$ cat config.mk
export PLATFORM = sky130hd
export DESIGN_NAME = led_pwm_ctrl_flat
export DESIGN_NICKNAME = d
export VERILOG_FILES = /design/src/rtl/led_pwm_ctrl_if.sv /design/src/rtl/led_pwm_ctrl.sv /design/src/flat_wrapper.sv
export SDC_FILE = /design/constraint.sdc
export NUM_CORES = 1
export LEC_CHECK = 0
export CORE_MARGIN = 2
export CORE_UTILIZATION = 60
export CTS_CLUSTER_DIAMETER = 200
export DETAILED_ROUTE_END_ITERATION = 16
export PLACE_DENSITY = 0.78
export SLEW_MARGIN = 5
export SYNTH_ARGS = -nofsm -noshare
export SYNTH_HDL_FRONTEND = slang
export SYNTH_SLANG_ARGS = --single-unit
$ cat constraint.sdc
create_clock -name clk_48mhz -period 2.4 [get_ports clk_48mhz]
set_clock_uncertainty 0.05 [all_clocks]
set_input_delay 0.48 -clock clk_48mhz [delete_from_list [all_inputs] [get_ports clk_48mhz]]
set_output_delay 0.48 -clock clk_48mhz [all_outputs]
set_load 0.005 [all_outputs]
$ cat src/rtl/led_pwm_ctrl_if.sv
// Config write port for led_pwm_ctrl: valid/ready handshake into the shadow registers,
// plus a one-cycle error pulse when an accepted write names a channel that does not exist.
interface led_pwm_ctrl_if #(
   parameter int PWM_W = 8
);
   logic             cfg_valid;
   logic             cfg_ready;
   logic [2:0]       cfg_ch;
   logic [1:0]       cfg_mode;
   logic [PWM_W-1:0] cfg_duty;
   logic             cfg_err;

   modport master (
      output cfg_valid, cfg_ch, cfg_mode, cfg_duty,
      input  cfg_ready, cfg_err
   );

   modport slave (
      input  cfg_valid, cfg_ch, cfg_mode, cfg_duty,
      output cfg_ready, cfg_err
   );
endinterface

$ cat src/rtl/led_pwm_ctrl.sv
// N-channel LED PWM (off/steady/blink/breathe); settings double-buffered, applied at period boundaries.
// pwm_out lags pwm_cnt/eff by one cycle; cfg_ready is held high after reset, so writes never stall.
module led_pwm_ctrl #(
   parameter int                NUM_CH        = 3,
   parameter int                PWM_W         = 8,
   parameter int                PRESCALE      = 187,
   parameter int                BLINK_PERIODS = 250,
   parameter logic [NUM_CH-1:0] OUT_INVERT    = '0
) (
   input  logic              clk_48mhz,
   input  logic              reset_n,
   led_pwm_ctrl_if.slave     cfg,
   output logic              period_start,
   output logic [NUM_CH-1:0] pwm_out
);
   localparam int PRE_W = (PRESCALE > 0) ? $clog2(PRESCALE + 1) : 1;
   localparam int BLK_W = (BLINK_PERIODS > 1) ? $clog2(BLINK_PERIODS) : 1;
   localparam logic [PRE_W-1:0] PRE_MAX  = PRE_W'(PRESCALE);
   localparam logic [BLK_W-1:0] BLK_MAX  = BLK_W'(BLINK_PERIODS - 1);
   localparam logic [3:0]       NUM_CH_L = 4'(NUM_CH);

   localparam logic [1:0] MODE_OFF     = 2'd0;
   localparam logic [1:0] MODE_STEADY  = 2'd1;
   localparam logic [1:0] MODE_BLINK   = 2'd2;
   localparam logic [1:0] MODE_BREATHE = 2'd3;

   typedef struct packed {
      logic [1:0]       mode;
      logic [PWM_W-1:0] duty;
   } ch_cfg_t;

   logic [PRE_W-1:0] pre_cnt;
   logic [PWM_W-1:0] pwm_cnt;
   logic [BLK_W-1:0] blk_cnt;
   logic             blink_phase;
   logic             tick;
   logic             boundary;
   logic             cfg_ready_q;
   logic             cfg_err_q;
   logic             accept;
   logic             ch_ok;

   ch_cfg_t          shadow  [NUM_CH];
   ch_cfg_t          active  [NUM_CH];
   logic [PWM_W-1:0] ramp    [NUM_CH];
   logic [PWM_W-1:0] eff     [NUM_CH];
   logic [NUM_CH-1:0] pending;
   logic [NUM_CH-1:0] ramp_dn;

   assign tick          = (pre_cnt == PRE_MAX);
   assign boundary      = tick && (&pwm_cnt);
   assign accept        = cfg.cfg_valid && cfg_ready_q;
   assign ch_ok         = ({1'b0, cfg.cfg_ch} < NUM_CH_L);
   assign cfg.cfg_ready = cfg_ready_q;
   assign cfg.cfg_err   = cfg_err_q;

   always_ff @(posedge clk_48mhz or negedge reset_n) begin
      if (!reset_n) begin
         pre_cnt      <= '0;
         pwm_cnt      <= '0;
         blk_cnt      <= '0;
         blink_phase  <= 1'b0;
         period_start <= 1'b0;
         cfg_ready_q  <= 1'b0;
         cfg_err_q    <= 1'b0;
      end else begin
         cfg_ready_q  <= 1'b1;
         cfg_err_q    <= accept && !ch_ok;
         period_start <= boundary;
         pre_cnt      <= tick ? '0 : pre_cnt + 1'b1;
         if (tick) begin
            pwm_cnt <= pwm_cnt + 1'b1;
         end
         if (boundary) begin
            if (blk_cnt == BLK_MAX) begin
               blk_cnt     <= '0;
               blink_phase <= ~blink_phase;
            end else begin
               blk_cnt <= blk_cnt + 1'b1;
            end
         end
      end
   end

   // A write in the boundary cycle sets pending after the old flag was consumed, so it waits a period.
   always_ff @(posedge clk_48mhz or negedge reset_n) begin
      if (!reset_n) begin
         pending <= '0;
         ramp_dn <= '0;
         for (int c = 0; c < NUM_CH; c++) begin
            shadow[c] <= '0;
            active[c] <= '0;
            ramp[c]   <= '0;
         end
      end else begin
         for (int c = 0; c < NUM_CH; c++) begin
            if (boundary && pending[c]) begin
               active[c]  <= shadow[c];
               pending[c] <= 1'b0;
               ramp[c]    <= '0;
               ramp_dn[c] <= 1'b0;
            end else if (boundary && (active[c].mode == MODE_BREATHE) && (active[c].duty != '0)) begin
               if (!ramp_dn[c]) begin
                  ramp[c] <= ramp[c] + 1'b1;
                  if ((ramp[c] + 1'b1) == active[c].duty) begin
                     ramp_dn[c] <= 1'b1;
                  end
               end else begin
                  ramp[c] <= ramp[c] - 1'b1;
                  if (ramp[c] == 1) begin
                     ramp_dn[c] <= 1'b0;
                  end
               end
            end
            if (accept && ch_ok && (cfg.cfg_ch == 3'(c))) begin
               shadow[c]  <= {cfg.cfg_mode, cfg.cfg_duty};
               pending[c] <= 1'b1;
            end
         end
      end
   end

   always_comb begin
      for (int c = 0; c < NUM_CH; c++) begin
         eff[c] = '0;
         case (active[c].mode)
            MODE_OFF:     eff[c] = '0;
            MODE_STEADY:  eff[c] = active[c].duty;
            MODE_BLINK:   eff[c] = blink_phase ? '0 : active[c].duty;
            MODE_BREATHE: eff[c] = ramp[c];
            default:      eff[c] = '0;
         endcase
      end
   end

   always_ff @(posedge clk_48mhz or negedge reset_n) begin
      if (!reset_n) begin
         pwm_out <= OUT_INVERT;
      end else begin
         for (int c = 0; c < NUM_CH; c++) begin
            pwm_out[c] <= (pwm_cnt < eff[c]) ^ OUT_INVERT[c];
         end
      end
   end
endmodule

$ cat src/flat_wrapper.sv
// flat-port wrapper written by rule: the top's interface ports become plain ports
module led_pwm_ctrl_flat 
#(
   parameter int                NUM_CH        = 3,
   parameter int                PWM_W         = 8,
   parameter int                PRESCALE      = 187,
   parameter int                BLINK_PERIODS = 250,
   parameter logic [NUM_CH-1:0] OUT_INVERT    = '0
)
  (clk_48mhz, reset_n, period_start, pwm_out, cfg_cfg_valid, cfg_cfg_ch, cfg_cfg_mode, cfg_cfg_duty, cfg_cfg_ready, cfg_cfg_err);
  led_pwm_ctrl_if #(.PWM_W(PWM_W)) cfg_i ();
  input  logic clk_48mhz;
  input  logic reset_n;
  output logic period_start;
  output logic [NUM_CH-1:0] pwm_out;
  input wire logic [$bits(cfg_i.cfg_valid)-1:0] cfg_cfg_valid;
  input wire logic [$bits(cfg_i.cfg_ch)-1:0] cfg_cfg_ch;
  input wire logic [$bits(cfg_i.cfg_mode)-1:0] cfg_cfg_mode;
  input wire logic [$bits(cfg_i.cfg_duty)-1:0] cfg_cfg_duty;
  output wire logic [$bits(cfg_i.cfg_ready)-1:0] cfg_cfg_ready;
  output wire logic [$bits(cfg_i.cfg_err)-1:0] cfg_cfg_err;
  assign cfg_i.cfg_valid = cfg_cfg_valid;
  assign cfg_i.cfg_ch = cfg_cfg_ch;
  assign cfg_i.cfg_mode = cfg_cfg_mode;
  assign cfg_i.cfg_duty = cfg_cfg_duty;
  assign cfg_cfg_ready = cfg_i.cfg_ready;
  assign cfg_cfg_err = cfg_i.cfg_err;
  led_pwm_ctrl #(.NUM_CH(NUM_CH), .PWM_W(PWM_W), .PRESCALE(PRESCALE), .BLINK_PERIODS(BLINK_PERIODS), .OUT_INVERT(OUT_INVERT)) u_core (.clk_48mhz(clk_48mhz), .reset_n(reset_n), .cfg(cfg_i), .period_start(period_start), .pwm_out(pwm_out));
endmodule
==> impl_metrics.py <==
metrics = {
    "sta": {
        "rsz0062_at_grt": "no",
        "final-setup-viol-count": 0,
        "hold_violations": 0,
        "tns_ns": 0,
        "fin_crit_ns": 2.28,
        "relSlewSlack_pct": 59.9,
        "drv_slew": 0,
        "max_slew.worst_pin.slew_ns": 0.598,
        "finalCritPeriodShare_pct": 94.9,
        "timing.fmax_ghz": 0.439,
    },
    "synth": {
        "avgSynthCellArea_um2": 9.78,
        "ys_warn_count": 0,
        "ys_seq_elements": 121,
        "syn_area_mm2": 0.00723,
        "syn-num-nets": 789,
        "syn_inst": 739,
        "synth_area_leaders": "dfrtp_1, mux2_2, ha_1",
        "synthDominantCellAreaShare_pct": 41.9,
        "synthDistinctLibCells": 60,
        "yosysTopAreaCell": "dfrtp_1",
        "synth-seq-area-share_pct": 41.9,
        "synth_flop_cell": "dfrtp_1",
        "synth_edf_count": 0,
        "async_flop_share_pct": 100,
    },
    "drt": {
        "postRouteAntennaNets": 0,
        "route.detailed.drc": 0,
        "wl_mm": 18.0,
        "first_pass_iters": 5,
        "drt_first_iter_violations": 684,
        "routed_via_density": 6.43,
        "routedWlPerCell_um": 18.9,
        "num_vias": 6091,
    },
    "cells_and_area": {
        "final_core_util_pct": 72.3,
        "ff_latch_area_mm2": 0.00303,
        "final_cell_mix": "dfrtp_1, o21ai_0, mux2_2, nand2_1, buf_4",
        "fill_cells": 779,
        "multi_input_area_mm2": 0.00393,
        "final_common_cell": "dfrtp_1",
        "layout.nets": 838,
        "fin_area_mm2": 0.00858,
        "drive_gt1_share_pct": 20.7,
        "diodes": 0,
        "areaGrowthSynthToFinish_pct": 18.7,
    },
    "global_routing": {
        "grt_pass1_wl_mm": 29.8,
        "grt_overflow": 0,
        "grt_pass1_vias": 5933,
        "track_usage_pct": 29.3,
        "grt_max_degree": 42,
        "antenna_found_initial": 0,
    },
    "power_and_ir_drop": {
        "finalPower_mw": 5.31,
        "vdd_drop_max_mv": 0.690,
        "leakagePower_nw": 3.84,
        "power_density_mw_per_mm2": 619,
    },
    "setup_path": {
        "cpMaxStageDelayCell": "dfrtp_1",
        "worstPathMaxFanout": 23,
        "endpoint_kind": "flip-flop",
        "startpoint_type": "flip-flop",
        "crit_type": "reg -> reg",
        "cp_num_buf_inv": 3,
        "cp.required_ns": 2.65,
        "cp.arrival_ns": 2.53,
        "worstPathCellList": "ha_1, and3_1, nand4_1, buf_12, clkinv_1, buf_4, nand2_1, mux2_2",
        "crit_family": "simple AND/OR/NAND/NOR gates",
        "cpPeakStageDelay_ns": 0.40,
    },
    "placement": {
        "portBuffers": 21,
        "place_area_mm2": 0.00791,
        "hpwlAfterDp_mm": 12.7,
        "gp_congestion": 0.945,
    },
    "clocking": {
        "cts_sinks": 121,
        "htreeDepth": 4,
        "postCtsSetupBuffers": 0,
        "clk_path_buf_depth": 2,
        "clk_pin_slew_ns": 0.05,
        "cts_buffers": 17,
        "cts_tree": "built",
        "insertion_delay_ns": 0.42,
        "cts_root_buf": "clkbuf_16",
    },
    "die": {
        "io_pins": 22,
        "die_w_um": 114,
        "coreArea_mm2": 0.0119,
        "die_area_mm2": 0.0129,
        "rows": 40,
        "initial_utilization_pct": 60.9,
        "die_y_um": 114,
    },
    "flow_run": {
        "cap_viol_max_count": 0,
    },
    "outcome": {
        "status": "complete, no violations",
    },
    "min_path": {
        "hold_path.class": "reg -> reg",
    },
}
-- sequential cells by signal (all words and copies together), names as in the netlist, 3 cells and up --
name / count
u_core.ramp_dn: 3
u_core.pending: 3
u_core.ramp: 24
u_core.pwm_out: 3
u_core.pwm_cnt: 8
u_core.pre_cnt: 8
u_core.blk_cnt: 8
u_core.active: 30
u_core.shadow: 30
-- kinds of logic (layout without fill, tap and decap cells) --
kind of cell | Yosys count | after routing | share of synthesized area [%]
flops | 121 | 121 | 41.9
mux | 65 | 65 | 10.1
other cells | 1 | 1 | 0.0519
buf+inv | 71 | 133 | 3.82
simple gates | 231 | 231 | 17.4
compound gates | 173 | 173 | 15.7
fa+ha+maj | 34 | 34 | 5.88
xor+xnor | 43 | 43 | 5.21
-- stage by stage --
stage	std cells	setup WS, ns	hold WS, ns
after floorplan	739	0.276	0.134
after global placement	915	0.184	0.413
after detailed placement	915	0.0385	0.428
after CTS	948	0.0250	0.440
after global routing	948	0.00167	0.463
final	948	0.122	0.439
-- cells in the mapped netlist, types with 4 or more instances --
cell type,number
a22o_1,4
nor2_1,29
nor2b_1,11
clkbuf_1,40
ha_1,34
nand2b_1,23
nor3_1,14
a21o_1,9
xor2_1,18
a31o_2,5
a22oi_1,22
a21oi_1,22
dfrtp_1,121
or3_1,11
and4_1,4
or4_1,7
mux2_2,63
a31oi_1,6
nand3_1,21
xnor2_1,25
nand4_1,11
o21ai_0,63
inv_1,24
buf_2,5
nor4_1,7
o31ai_1,6
o211ai_1,4
and3_1,11
a41oi_1,6
nand2_1,59
-- metal layers --
metal / GRT usage (%) / routed length [um] / vias to the layer above / share of wire [%]
met5: 0 / 0 / - / 0
met2: 46.4 / 8620 / 289 / 48
met3: 6.96 / 1400 / 41 / 7.8
met1: 40.0 / 7560 / 2970 / 42
met4: 10.3 / 391 / 0 / 2.2
li1: - / - / 2791 / -
-- final cells by class --
type | count | area share, %
clock buffers | 19 | 5.16
clock inverters | 13 | 2.49
inverters | 25 | 1.09
multi-input cells | 547 | 45.8
flip-flops and latches | 121 | 35.3
well taps | 147 | 2.14
repair buffers | 76 | 7.99
-- power breakdown --
| group | internal (mW) | switching, mW |
|---|---|---|
| logic | 0.124 | 0.0930 |
| registers | 2.16 | 0.0874 |
| clock network | 1.88 | 0.958 |
| total | 4.17 | 1.14 |
-- worst paths after layout --
path	startpoint	to	slack, ns	cells past startpoint
max	u_core.pre_cnt[0]	u_core.active[17]	0.12	8
min	u_core.pre_cnt[0]	u_core.pre_cnt[0]	0.44	1
max reg2reg	u_core.pre_cnt[0]	u_core.active[17]	0.12	8
min reg2reg	u_core.pre_cnt[0]	u_core.pre_cnt[0]	0.44	1
max in group asynchronous	reset_n	u_core.active[6]	1.13	3
min in group asynchronous	reset_n	u_core.ramp[5]	0.53	2
-- repair_timing --
action	in CTS	in global routing
hold endpoints to repair	29	0
setup endpoints to repair	0	3
hold buffers	1	0
gates resized for setup	0	2
No activity file was read; power rests on OpenSTA's default activity.
